--- src/rtl/paddle_pkg.sv ---
// Shared paddle types and bounds, used by the input controller and by the renderer for collision limits.
package paddle_pkg;

  localparam int SCREEN_W_DEF = 640;
  localparam int PADDLE_W_DEF = 64;
  localparam int PADDLE_X_MAX = SCREEN_W_DEF - PADDLE_W_DEF;
  localparam int PADDLE_X_RST = PADDLE_X_MAX / 2;
  localparam int SPEED_W      = 5;

  typedef enum logic [1:0] {
    IDLE   = 2'd0,
    MOVE_L = 2'd1,
    MOVE_R = 2'd2
  } dir_state_e;

  // One frame of paddle motion, saturating at both screen edges.
  function automatic logic [9:0] step_x(input logic [9:0]         x,
                                        input logic [SPEED_W-1:0] speed,
                                        input dir_state_e         st,
                                        input logic [10:0]        x_max);
    logic [10:0] x11;
    logic [10:0] sp11;
    logic [10:0] sum;
    x11    = {1'b0, x};
    sp11   = {{(11-SPEED_W){1'b0}}, speed};
    sum    = x11 + sp11;
    step_x = x;
    case (st)
      MOVE_L: step_x = (x11 < sp11) ? 10'd0 : (x - sp11[9:0]);
      MOVE_R: step_x = (sum > x_max) ? x_max[9:0] : (x + sp11[9:0]);
      default: step_x = x;
    endcase
  endfunction

endpackage

--- src/rtl/btn_debounce.sv ---
// Two-flop synchroniser plus stability counter for one push-button.
module btn_debounce #(
  parameter int DEBOUNCE_CYCLES = 1_000_000
) (
  input  logic clock,
  input  logic reset,
  input  logic btn_i,
  output logic db_o
);

  localparam int            CW     = (DEBOUNCE_CYCLES > 1) ? $clog2(DEBOUNCE_CYCLES) : 1;
  localparam logic [CW-1:0] CNT_TC = CW'(DEBOUNCE_CYCLES - 1);

  logic          meta_q, sync_q;
  logic          db_q, db_d;
  logic [CW-1:0] cnt_q, cnt_d;

  always_ff @(posedge clock or posedge reset) begin
    if (reset) begin
      meta_q <= 1'b0;
      sync_q <= 1'b0;
      db_q   <= 1'b0;
      cnt_q  <= '0;
    end else begin
      meta_q <= btn_i;
      sync_q <= meta_q;
      db_q   <= db_d;
      cnt_q  <= cnt_d;
    end
  end

  // Any sample matching the accepted level restarts the stability window.
  always_comb begin
    db_d  = db_q;
    cnt_d = '0;
    if (sync_q != db_q) begin
      if (cnt_q == CNT_TC) db_d = ~db_q;
      else                 cnt_d = cnt_q + 1'b1;
    end
  end

  assign db_o = db_q;

endmodule

--- src/rtl/paddle_input_ctrl.sv ---
// Button conditioning, direction FSM and frame-locked paddle position register.
// Optional speed ramp while a direction is held: define PADDLE_ACCEL_EN.
//
// state  | meaning
// IDLE   | no button, or both buttons: paddle holds still
// MOVE_L | left only: paddle steps left each frame
// MOVE_R | right only: paddle steps right each frame
module paddle_input_ctrl
  import paddle_pkg::*;
#(
  parameter int DEBOUNCE_CYCLES = 1_000_000,
  parameter int SCREEN_W        = SCREEN_W_DEF,
  parameter int PADDLE_W        = PADDLE_W_DEF,
`ifdef PADDLE_ACCEL_EN
  parameter int MAX_STEP        = 12,
  parameter int ACCEL_FRAMES    = 8,
`endif
  parameter int PADDLE_STEP     = 4
) (
  input  logic       clock,
  input  logic       reset,
  input  logic       btnL,
  input  logic       btnR,
  input  logic       vSync,
  output logic [9:0] paddle_x,
  output logic       btnL_db,
  output logic       btnR_db,
  output logic       frame_upd
);

  localparam logic [10:0]        X_MAX  = 11'(SCREEN_W - PADDLE_W);
  localparam logic [9:0]         X_RST  = 10'((SCREEN_W - PADDLE_W) / 2);
  localparam logic [SPEED_W-1:0] STEP_V = SPEED_W'(PADDLE_STEP);

  logic       vs_meta_q, vs_sync_q, vs_prev_q, tick_q;
  logic       upd_q;
  logic [9:0] x_q, x_d;
  dir_state_e state_q, state_d;
  logic [SPEED_W-1:0] speed_use;

  btn_debounce #(.DEBOUNCE_CYCLES(DEBOUNCE_CYCLES)) u_db_l (
    .clock(clock), .reset(reset), .btn_i(btnL), .db_o(btnL_db)
  );
  btn_debounce #(.DEBOUNCE_CYCLES(DEBOUNCE_CYCLES)) u_db_r (
    .clock(clock), .reset(reset), .btn_i(btnR), .db_o(btnR_db)
  );

  // vSync idles high, so the synchroniser resets high to avoid a false tick.
  always_ff @(posedge clock or posedge reset) begin
    if (reset) begin
      vs_meta_q <= 1'b1;
      vs_sync_q <= 1'b1;
      vs_prev_q <= 1'b1;
      tick_q    <= 1'b0;
      upd_q     <= 1'b0;
      x_q       <= X_RST;
      state_q   <= IDLE;
    end else begin
      vs_meta_q <= vSync;
      vs_sync_q <= vs_meta_q;
      vs_prev_q <= vs_sync_q;
      tick_q    <= vs_prev_q & ~vs_sync_q;
      upd_q     <= tick_q;
      x_q       <= x_d;
      state_q   <= state_d;
    end
  end

`ifdef PADDLE_ACCEL_EN
  localparam int               AW     = (ACCEL_FRAMES > 1) ? $clog2(ACCEL_FRAMES) : 1;
  localparam logic [AW-1:0]    ACC_TC = AW'(ACCEL_FRAMES - 1);
  localparam logic [SPEED_W-1:0] MAX_V = SPEED_W'(MAX_STEP);

  logic [SPEED_W-1:0] speed_q, speed_d;
  logic [AW-1:0]      acc_q, acc_d;

  always_ff @(posedge clock or posedge reset) begin
    if (reset) begin
      speed_q <= STEP_V;
      acc_q   <= '0;
    end else begin
      speed_q <= speed_d;
      acc_q   <= acc_d;
    end
  end
`endif

  always_comb begin
    state_d   = state_q;
    x_d       = x_q;
    speed_use = STEP_V;
`ifdef PADDLE_ACCEL_EN
    speed_d   = speed_q;
    acc_d     = acc_q;
`endif
    if (tick_q) begin
      case ({btnL_db, btnR_db})
        2'b10:   state_d = MOVE_L;
        2'b01:   state_d = MOVE_R;
        default: state_d = IDLE;
      endcase
`ifdef PADDLE_ACCEL_EN
      // The speed for this frame already includes any increment earned on this tick.
      if (state_d == IDLE || state_d != state_q) begin
        speed_d = STEP_V;
        acc_d   = '0;
      end else if (acc_q == ACC_TC) begin
        acc_d = '0;
        if (speed_q < MAX_V) speed_d = speed_q + 1'b1;
      end else begin
        acc_d = acc_q + 1'b1;
      end
      speed_use = speed_d;
`endif
      x_d = step_x(x_q, speed_use, state_d, X_MAX);
    end
  end

  assign paddle_x  = x_q;
  assign frame_upd = upd_q;

endmodule
--- config.mk ---
export PLATFORM = sky130hd
export DESIGN_NAME = paddle_input_ctrl
export DESIGN_NICKNAME = d
export VERILOG_FILES = /design/src/rtl/paddle_pkg.sv /design/src/rtl/btn_debounce.sv /design/src/rtl/paddle_input_ctrl.sv
export SDC_FILE = /design/constraint.sdc
export NUM_CORES = 1
export LEC_CHECK = 0
export ABC_CLOCK_PERIOD_IN_PS = 2800
export CORE_UTILIZATION = 28
export CTS_CLUSTER_DIAMETER = 150
export DETAILED_ROUTE_END_ITERATION = 8
export HOLD_SLACK_MARGIN = 0.15
export PLACE_DENSITY = 0.49
export SLEW_MARGIN = 20
export SYNTH_ARGS = -nofsm -noshare
export SYNTH_HDL_FRONTEND = slang
export SYNTH_SLANG_ARGS = --single-unit
--- constraint.sdc ---
create_clock -name clock -period 2.8 [get_ports clock]
set_input_delay 0.28 -clock clock [delete_from_list [all_inputs] [get_ports clock]]
set_output_delay 0.28 -clock clock [all_outputs]
set_load 0.005 [all_outputs]
# After elaboration in Yosys (flattened, before gate mapping)

Cells that the tools add are included.

Bits in registers: 61
Bits of input ports: 5
Output and inout bits: 13
Logic and storage cells: 46

Add/sub/neg operators: 5
$lt $le $gt $ge: 2
Equal/unequal tests: 8
Muxes and demuxes: 9
Bitwise logic cells: 4
Reduce and logical (&&, ||, !) cells: 4

Operators with widths:

| kind                  | number |
|---|---|
| $mux 20               | 4 |
| $add 20x1->20 const B | 2 |
| $eq 20x20->1 const B  | 2 |
| $mux 10               | 2 |
| $pmux 10 s2           | 1 |
| $add 10x3->11 const B | 1 |
| $gt 11x10->1 const B  | 1 |
| $add 10x3->10 const B | 1 |
| $lt 10x3->1 const B   | 1 |
| $sub 10x3->10 const B | 1 |
| $reduce_and 2->1      | 3 |
| $eq 2x1->1 const B    | 2 |
| $eq 2x2->1 const B    | 2 |
| $pmux 2 s2            | 1 |
| $not 1->1             | 3 |
| $mux 2                | 1 |
| $ne 1x1->1            | 2 |
| $reduce_bool 2->1     | 1 |
| $and 1x1->1           | 1 |

# Logic depth before layout (Yosys ltp)

Gate-level depths: netlist of run 1.

Depth after elaboration: 6
Mapped depth: 8
Depth with buffers taken out: 8

# Cells and area by module

From an unflattened synthesis of run 1, not the netlist that was laid out.

Cells, all modules: 321
Area, all modules: 3,193.1 um^2

Modules (own cells, without submodules):

| module            | instances | cells an instance | area each (um^2) | seq. area each (um^2) |
|---|---|---|---|---|
| btn_debounce      | 2         | 107               | 1,118.6          | 575.6 |
| paddle_input_ctrl | 1         | 107               | 955.9            | 331.6 |

# Worst setup path after synthesis of run 1

OpenSTA, ideal clock, no wires.

Kind: register to register
Start: reg x_q[2], in the netlist paddle_x[2]
End: reg x_q[2], in the netlist paddle_x[2]
Library setup time: 0.118 ns
Arrival time: 1.845 ns
Required time: 2.682 ns
Slack: 0.837 ns
Cell stages (with the launch flop): 9
Path buffers: 1
Period minus slack after synthesis: 1.963 ns
Cell sequence: dfrtp_1 ha_1 buf_2 and4_1 a21oi_1 nor3_2 o311ai_4 a311oi_1 a21o_1

Word-level cells in the longest chain between the ends: 4
Elaborated cells between the ends (all ways): 8
Those cells by class: 3 x add/sub; 2 x order compare; 3 x mux

Ends and longest elaborated chain:

| element                | RTL line                | source |
|---|---|---|
| from (decl)            | paddle_input_ctrl.sv:37 | `logic [9:0] x_q, x_d;` |
| from (signal assigned) | paddle_input_ctrl.sv:56 | `x_q <= X_RST;` |
| from (signal assigned) | paddle_input_ctrl.sv:64 | `x_q <= x_d;` |
| $add 10x3->11          | paddle_pkg.sv:26        | `sum = x11 + sp11;` |
| $gt 11x10->1           | paddle_pkg.sv:30        | `MOVE_R: step_x = (sum > x_max) ? x_max[9:0] : (x + sp11[9:0]);` |
| $mux 10                | paddle_pkg.sv:30        |  |
| $pmux 10 s2 (*)        | paddle_pkg.sv:28        | `case (st)` |

Mark *: on every way between the ends. The rest lies on a longest branch, timed or not.
A chain may end at the register's enable or synchronous reset.

# Worst setup path in the final report of run 1

Same ends and word-level chain as after synthesis.

==> impl_metrics.py, run 1 <==
metrics = {
    "status": {
        "outcome": "complete, no violations",
    },
    "synthesis": {
        "synth_edf_count": 0,
        "synth_ff_type": "dfrtp_1",
        "synth_warnings": 0,
        "synth_top_area_frac": 0.4291,
        "netlist_area_sq_um": 3149,
        "yosys.area.top_type": "dfrtp_1",
        "synth_cell_types": 50,
        "syn_avg_cell_area_sq_um": 9.514,
        "ys_ff_latch": 59,
        "synth-seq-area-share": 0.4708,
        "syn-instance-count": 331,
        "ys_top_cells_by_area": "dfrtp_1 (43%), nor2_1 (6.0%), xnor2_1 (5.3%), xor2_1 (5.3%), dfstp_2 (4.2%)",
        "synthArstFlopShare": 1.000,
    },
    "route": {
        "wl_per_cell_um": 12.85,
        "wl_met3_um": 241,
        "first_pass_iters": 5,
        "met2_length_mm": 2.826,
        "first_iter_violations": 80,
        "drc": 0,
        "drt-met1-wl_mm": 3.154,
        "postRouteAntennaNets": 0,
        "vias_per_cell": 4.633,
        "wl_mm": 6.296,
        "vias": 2270,
        "routed.top_layer": "met4",
    },
    "setup_path": {
        "crit_path_top_delay_cell": "dfrtp_1",
        "worst_setup_path_start_kind": "register",
        "arrival_ns": 2.32,
        "critPathRequiredTime_ns": 3.03,
        "path_buf_inv": 0,
        "crit_fanout": 9,
        "critPathCaptureType": "register",
        "ff2ff_path_depth": 7,
        "cp.depth": 7,
        "critical_path_class": "register to register",
        "cp_top_family": "compound AO/OA/AOI/OAI gates",
        "critical_path.cell_chain": "ha_1 -> and4_1 -> a21oi_1 -> nor3_2 -> o311ai_4 -> a311oi_1 -> a21o_1",
        "max_stage_delay_ns": 0.46,
    },
    "global_routing": {
        "grt_start_max_net_pins": 34,
        "overflow": 0,
        "antenna_found_initial": 0,
        "grt_pass1_vias": 2272,
        "grt_pass1_wl_mm": 10.94,
        "grt.total_usage": 0.1221,
    },
    "clocking": {
        "path_clk_slew_ns": 0.06,
        "tritoncts": "built",
        "ctsHoldBuffers": 0,
        "clk_latency_ns": 0.34,
        "cts_made_buffers": 9,
        "cts_root_buf": "clkbuf_8",
        "cts.sinks": 59,
        "post_cts_buffers": 0,
        "cts_buffer_depth": 2,
        "post_cts_resized": 0,
        "cts.htree.levels": 3,
    },
    "layout": {
        "fin_cells": 490,
        "fill_cells": 1132,
        "nets": 355,
        "antennaDiodeCount": 0,
        "area_growth_pct": 15.02,
        "design_area_sq_um": 3622,
        "multi_input_area_sq_um": 1540,
        "register_area_sq_um": 1483,
        "fin_util": 0.3327,
        "layout-drive-gt1-share": 0.1171,
    },
    "sta": {
        "hold_viol_final": 0,
        "rsz0062_at_grt": "no",
        "slew_violations": 0,
        "period_needed_ns": 2.096,
        "finalSetupViolCount": 0,
        "fin_worst_skew_ns": 0.008243,
        "timing.fmax_mhz": 477.1,
        "slew-limit-headroom": 0.5830,
        "worst_pin_slew_ns": 0.6246,
        "fin_setup_tns_ns": 0,
        "period_share": 0.7485,
    },
    "job": {
        "cap_violations": 0,
    },
    "pwr": {
        "cellPowerDensity_nw_per_um2": 466.3,
        "power.leakage_nw": 1.439,
        "peakVddDrop_uv": 339.9,
        "power_mw": 1.689,
    },
    "floorplan": {
        "ios": 18,
        "rows": 38,
        "core_area_sq_um": 10890,
        "die_w_um": 108.1,
        "die_h_um": 108.1,
        "initial_utilization": 0.2892,
        "die-area_sq_um": 11680,
    },
    "place": {
        "place_inst": 474,
        "gp_congestion": 0.7895,
        "io_buffers": 15,
        "dpl_cell_area_sq_um": 3421,
        "dpl.hpwl_mm": 4.385,
    },
    "hold_path": {
        "hold_class": "input port to asynchronous set/reset pin",
    },
}
## power breakdown
| part | switching, mW | total [mW] | internal [mW] |
|---|---|---|---|
| clock network | 0.316 | 0.758 | 0.441 |
| registers | 0.00834 | 0.876 | 0.868 |
| logic | 0.0361 | 0.0549 | 0.0188 |
| total | 0.361 | 1.69 | 1.33 |
## cell usage after synthesis (all sizes together) (5+ instances only)
cell    number
a21oi        8
and2         7
buf         12
dfrtp       54
dfstp        5
ha           5
inv         12
nand2       25
nand3       18
nand3b       5
nand4        8
nor2        50
nor3        12
nor4         7
o21ai       21
or2          6
xnor2       19
xor2        19
## layout by cell type, fill, tap and decap left out, drive strengths merged, types with 8 or more instances in the layout
master	count
inv	12
nand2	25
dfrtp	54
xor2	19
nor2	50
nand3	18
clkbuf	15
o21ai	21
nor3	12
nand4	8
xnor2	19
clkdlybuf4s50	15
a21oi	8
## registers in the layout, indices dropped and copies added, names as in the netlist
| signal | cells |
|---|---|
| paddle_x | 8 |
| vs_sync_q | 1 |
| u_db_l.cnt_q | 20 |
| tick_q | 1 |
| vs_meta_q | 1 |
| u_db_r.cnt_q | 20 |
| vs_prev_q | 1 |
| u_db_r.sync_q | 1 |
| u_db_l.meta_q | 1 |
| frame_upd | 1 |
| u_db_l.sync_q | 1 |
| u_db_l.db_o | 1 |
| u_db_r.db_o | 1 |
| u_db_r.meta_q | 1 |
## final cells by class
cell class / count / area share
inverter: 12 / 0.01244
sequential: 59 / 0.4093
clock buffer: 15 / 0.05423
clock inverter: 1 / 0.001382
tap: 140 / 0.04836
multi-input combinational: 246 / 0.4252
timing repair buffer: 17 / 0.04905
## per-layer routing
layer | vias to the layer above | track usage
met1 | 1075 | 0.1583
met4 | 0 | 0.03523
li1 | 1157 | -
met3 | 7 | 0.03978
met2 | 31 | 0.1934
met5 | - | 0
## final timing paths
path | start | endpoint | slack, ns
max reg2reg | paddle_x[2] | paddle_x[2] | 0.70
min in group clock | vSync | vs_meta_q | 0.35
min reg2reg | vs_meta_q | vs_sync_q | 0.36
max | paddle_x[2] | paddle_x[2] | 0.70
max in group asynchronous | reset | vs_meta_q | 1.78
min | reset | u_db_l.cnt_q[4] | 0.35
## through the flow
step | setup WS [ns] | hold WS [ns]
floorplan | 0.8366 | 0.2845
global placement | 0.7405 | 0.3585
detailed placement | 0.7228 | 0.3505
CTS | 0.7055 | 0.3326
global route | 0.5775 | 0.3276
finish | 0.7041 | 0.3466
## kinds of logic (layout without fill, tap and decap cells)
| kind of cell | Yosys count | count (layout) | share of synthesized area |
|---|---|---|---|
| other | 1 | 2 | 0.001191 |
| AOI/OAI and AO/OA | 42 | 42 | 0.08582 |
| muxes | 2 | 2 | 0.007151 |
| buffers and inverters | 27 | 45 | 0.04132 |
| and+or+nand+nor | 157 | 157 | 0.2682 |
| xor gates and xnor gates | 38 | 38 | 0.1057 |
| adders and majority gates | 5 | 5 | 0.01986 |
| DFF | 59 | 59 | 0.4708 |
Note: power is estimated with default switching activity, not from simulation.
==> inputs of run 2 (changes only) <==
--- a/config.mk
+++ b/config.mk
@@ -5,7 +5,7 @@
 export SDC_FILE = /design/constraint.sdc
 export NUM_CORES = 1
 export LEC_CHECK = 0
-export ABC_CLOCK_PERIOD_IN_PS = 2800
+export ABC_CLOCK_PERIOD_IN_PS = 2000
 export CORE_UTILIZATION = 28
 export CTS_CLUSTER_DIAMETER = 150
 export DETAILED_ROUTE_END_ITERATION = 8
==> constraint.sdc (replaced) <==
create_clock -name clock -period 2 [get_ports clock]
set_input_delay 0.2 -clock clock [delete_from_list [all_inputs] [get_ports clock]]
set_output_delay 0.2 -clock clock [all_outputs]
set_load 0.005 [all_outputs]
==> impl_metrics.py, run 2 (same netlist as run 1, synthesis figures left out) <==
metrics = {
    "pwr": {
        "power.leakage_nw": 1.495,
        "cellPowerDensity_nw_per_um2": 657.0,
        "power_mw": 2.454,
        "pwr-share-seq": 0.500,
        "pwr-share-clk": 0.466,
        "internal-power_mw": 1.934,
        "peakVddDrop_uv": 326.8,
        "comb_power_share": 0.034,
        "swShare": 0.2119,
        "p_switching_mw": 0.5198,
    },
    "layout": {
        "fin_util": 0.3430,
        "final_cell_mix": "dfrtp_1 (52), nor2_1 (50), nand2_1 (25), xnor2_1 (19), xor2_1 (19)",
        "layout_commonest_cell": "dfrtp_1",
        "antennaDiodeCount": 0,
        "area_growth_pct": 18.59,
        "fin_cells": 499,
        "layout-drive-gt1-share": 0.1504,
        "nets": 366,
        "fill_cells": 1106,
    },
    "floorplan": {
        "ios": 18,
        "rows": 38,
        "initial_utilization": 0.2892,
        "die_w_um": 108.1,
        "die_h_um": 108.1,
        "core_area_sq_um": 10890,
        "die-area_sq_um": 11680,
    },
    "place": {
        "gp_congestion": 0.8632,
        "place_inst": 483,
        "io_buffers": 15,
        "dpl.hpwl_mm": 4.463,
    },
    "job": {
        "cap_violations": 0,
    },
    "route": {
        "wl_mm": 6.573,
        "first_pass_iters": 4,
        "vias_per_cell": 4.699,
        "first_iter_violations": 89,
        "wl_per_cell_um": 13.17,
        "vias": 2345,
        "postRouteAntennaNets": 0,
        "drc": 0,
    },
    "setup_path": {
        "critPathCaptureType": "register",
        "crit_fanout": 7,
        "worst_setup_path_start_kind": "register",
        "arrival_ns": 2.13,
        "critical_path.cell_chain": "nand4_2 -> o21ai_1 -> o21ai_2 -> o311ai_4 -> a311oi_1 -> a21o_1",
        "path_buf_inv": 0,
        "crit_path_top_delay_cell": "dfstp_2",
        "max_stage_delay_ns": 0.61,
        "critical_path_class": "register to register",
        "cp_top_family": "compound AO/OA/AOI/OAI gates",
        "critPathRequiredTime_ns": 2.23,
    },
    "clocking": {
        "path_clk_slew_ns": 0.06,
        "clk_latency_ns": 0.35,
        "cts.htree.levels": 3,
        "cts_root_buf": "clkbuf_8",
        "cts_buffer_depth": 2,
        "cts_made_buffers": 9,
        "tritoncts": "built",
        "ctsHoldBuffers": 0,
        "cts.sinks": 59,
    },
    "hold_path": {
        "hold_class": "input port to asynchronous set/reset pin",
    },
    "global_routing": {
        "overflow": 0,
        "grt.total_usage": 0.1261,
        "antenna_found_initial": 0,
        "grt_pass1_vias": 2339,
        "grt_pass1_wl_mm": 11.29,
        "grt_start_max_net_pins": 43,
    },
    "sta": {
        "period_needed_ns": 1.900,
        "hold_slack_ns": 0.2300,
        "slew_violations": 0,
        "hold_viol_final": 0,
        "period_share": 0.9499,
        "timing.fmax_mhz": 526.4,
        "rsz0062_at_grt": "no",
        "fin_worst_skew_ns": 0.01260,
        "fin_setup_tns_ns": 0,
        "finalSetupViolCount": 0,
    },
    "status": {
        "outcome": "complete, no violations",
    },
}
-- run 2: cell count changes in the layout (fill, tap and decap cells not counted), sizes merged --
cell / previous run / this run
clkbuf: 15 / 11
buf: 2 / 13
bufinv: 0 / 2
-- run 2: path summary, 6_finish.rpt --
check                            start  slack [ns]  cells past startpoint       endpoint
min                              reset        0.23                      3  u_db_l.meta_q
max reg2reg                paddle_x[5]        0.10                      6    paddle_x[2]
min reg2reg                  vs_meta_q        0.36                      0      vs_sync_q
max in group asynchronous        reset        1.49                      3    paddle_x[8]
max                        paddle_x[5]        0.10                      6    paddle_x[2]
min in group clock               vSync        0.26                      1      vs_meta_q
-- run 2: what timing repair did --
action,CTS,global route
setup endpoints to repair,0,6
setup buffers,0,2
resized for setup,0,7
-- run 2: through the flow --
step / setup slack (ns) / instance area [sq um]
6_report: 0.1002 / 3735
5_1_grt: 0.004831 / 3735
2_1_floorplan: 0.03657 / 3153
4_1_cts: 0.06609 / 3697
3_3_place_gp: 0.1052 / 3501
3_5_place_dp: 0.07649 / 3501
-- run 2: final cells by class --
type | count | area (sq um) | share of cell area
flip-flops and latches | 59 | 1485 | 0.3977
multi-input cells | 246 | 1560 | 0.4178
clock inverters | 3 | 65.06 | 0.01742
well taps | 140 | 175.2 | 0.04690
inverters | 12 | 45.04 | 0.01206
repair buffers | 28 | 272.8 | 0.07303
clock buffers | 11 | 131.4 | 0.03518
-- run 2: worst reg2reg max path: cells and delay by family (launching register included) --
| kind | cells | cell delay (ns) |
|---|---|---|
| compound gates | 5 | 1.06 |
| flops | 1 | 0.61 |
| simple gates | 1 | 0.13 |
-- run 2: power groups by stage --
stage          logic [mW]  clock network [mW]  registers, mW
4_1_cts            0.0881                1.19           1.23
3_5_place_dp       0.0877                   0           1.25
2_1_floorplan      0.0551                   0           1.25
5_1_grt            0.0983                1.24           1.23
3_3_place_gp       0.0875                   0           1.25
6_report           0.0840                1.14           1.23
-- run 2: per-layer routing --
metal,GRT usage,share of wire,vias to the layer above
li1,-,-,1173
met5,0,0,-
met4,0.04403,0.012,0
met3,0.04340,0.042,8
met1,0.1592,0.48,1125
met2,0.1997,0.47,39
==> inputs of run 3 (changes only) <==
--- a/config.mk
+++ b/config.mk
@@ -6,6 +6,7 @@
 export NUM_CORES = 1
 export LEC_CHECK = 0
 export ABC_CLOCK_PERIOD_IN_PS = 2000
+export CAP_MARGIN = 20
 export CORE_UTILIZATION = 28
 export CTS_CLUSTER_DIAMETER = 150
 export DETAILED_ROUTE_END_ITERATION = 8
==> results of run 3 <==
Final layout, timing and power as in run 2 (identical DEF).
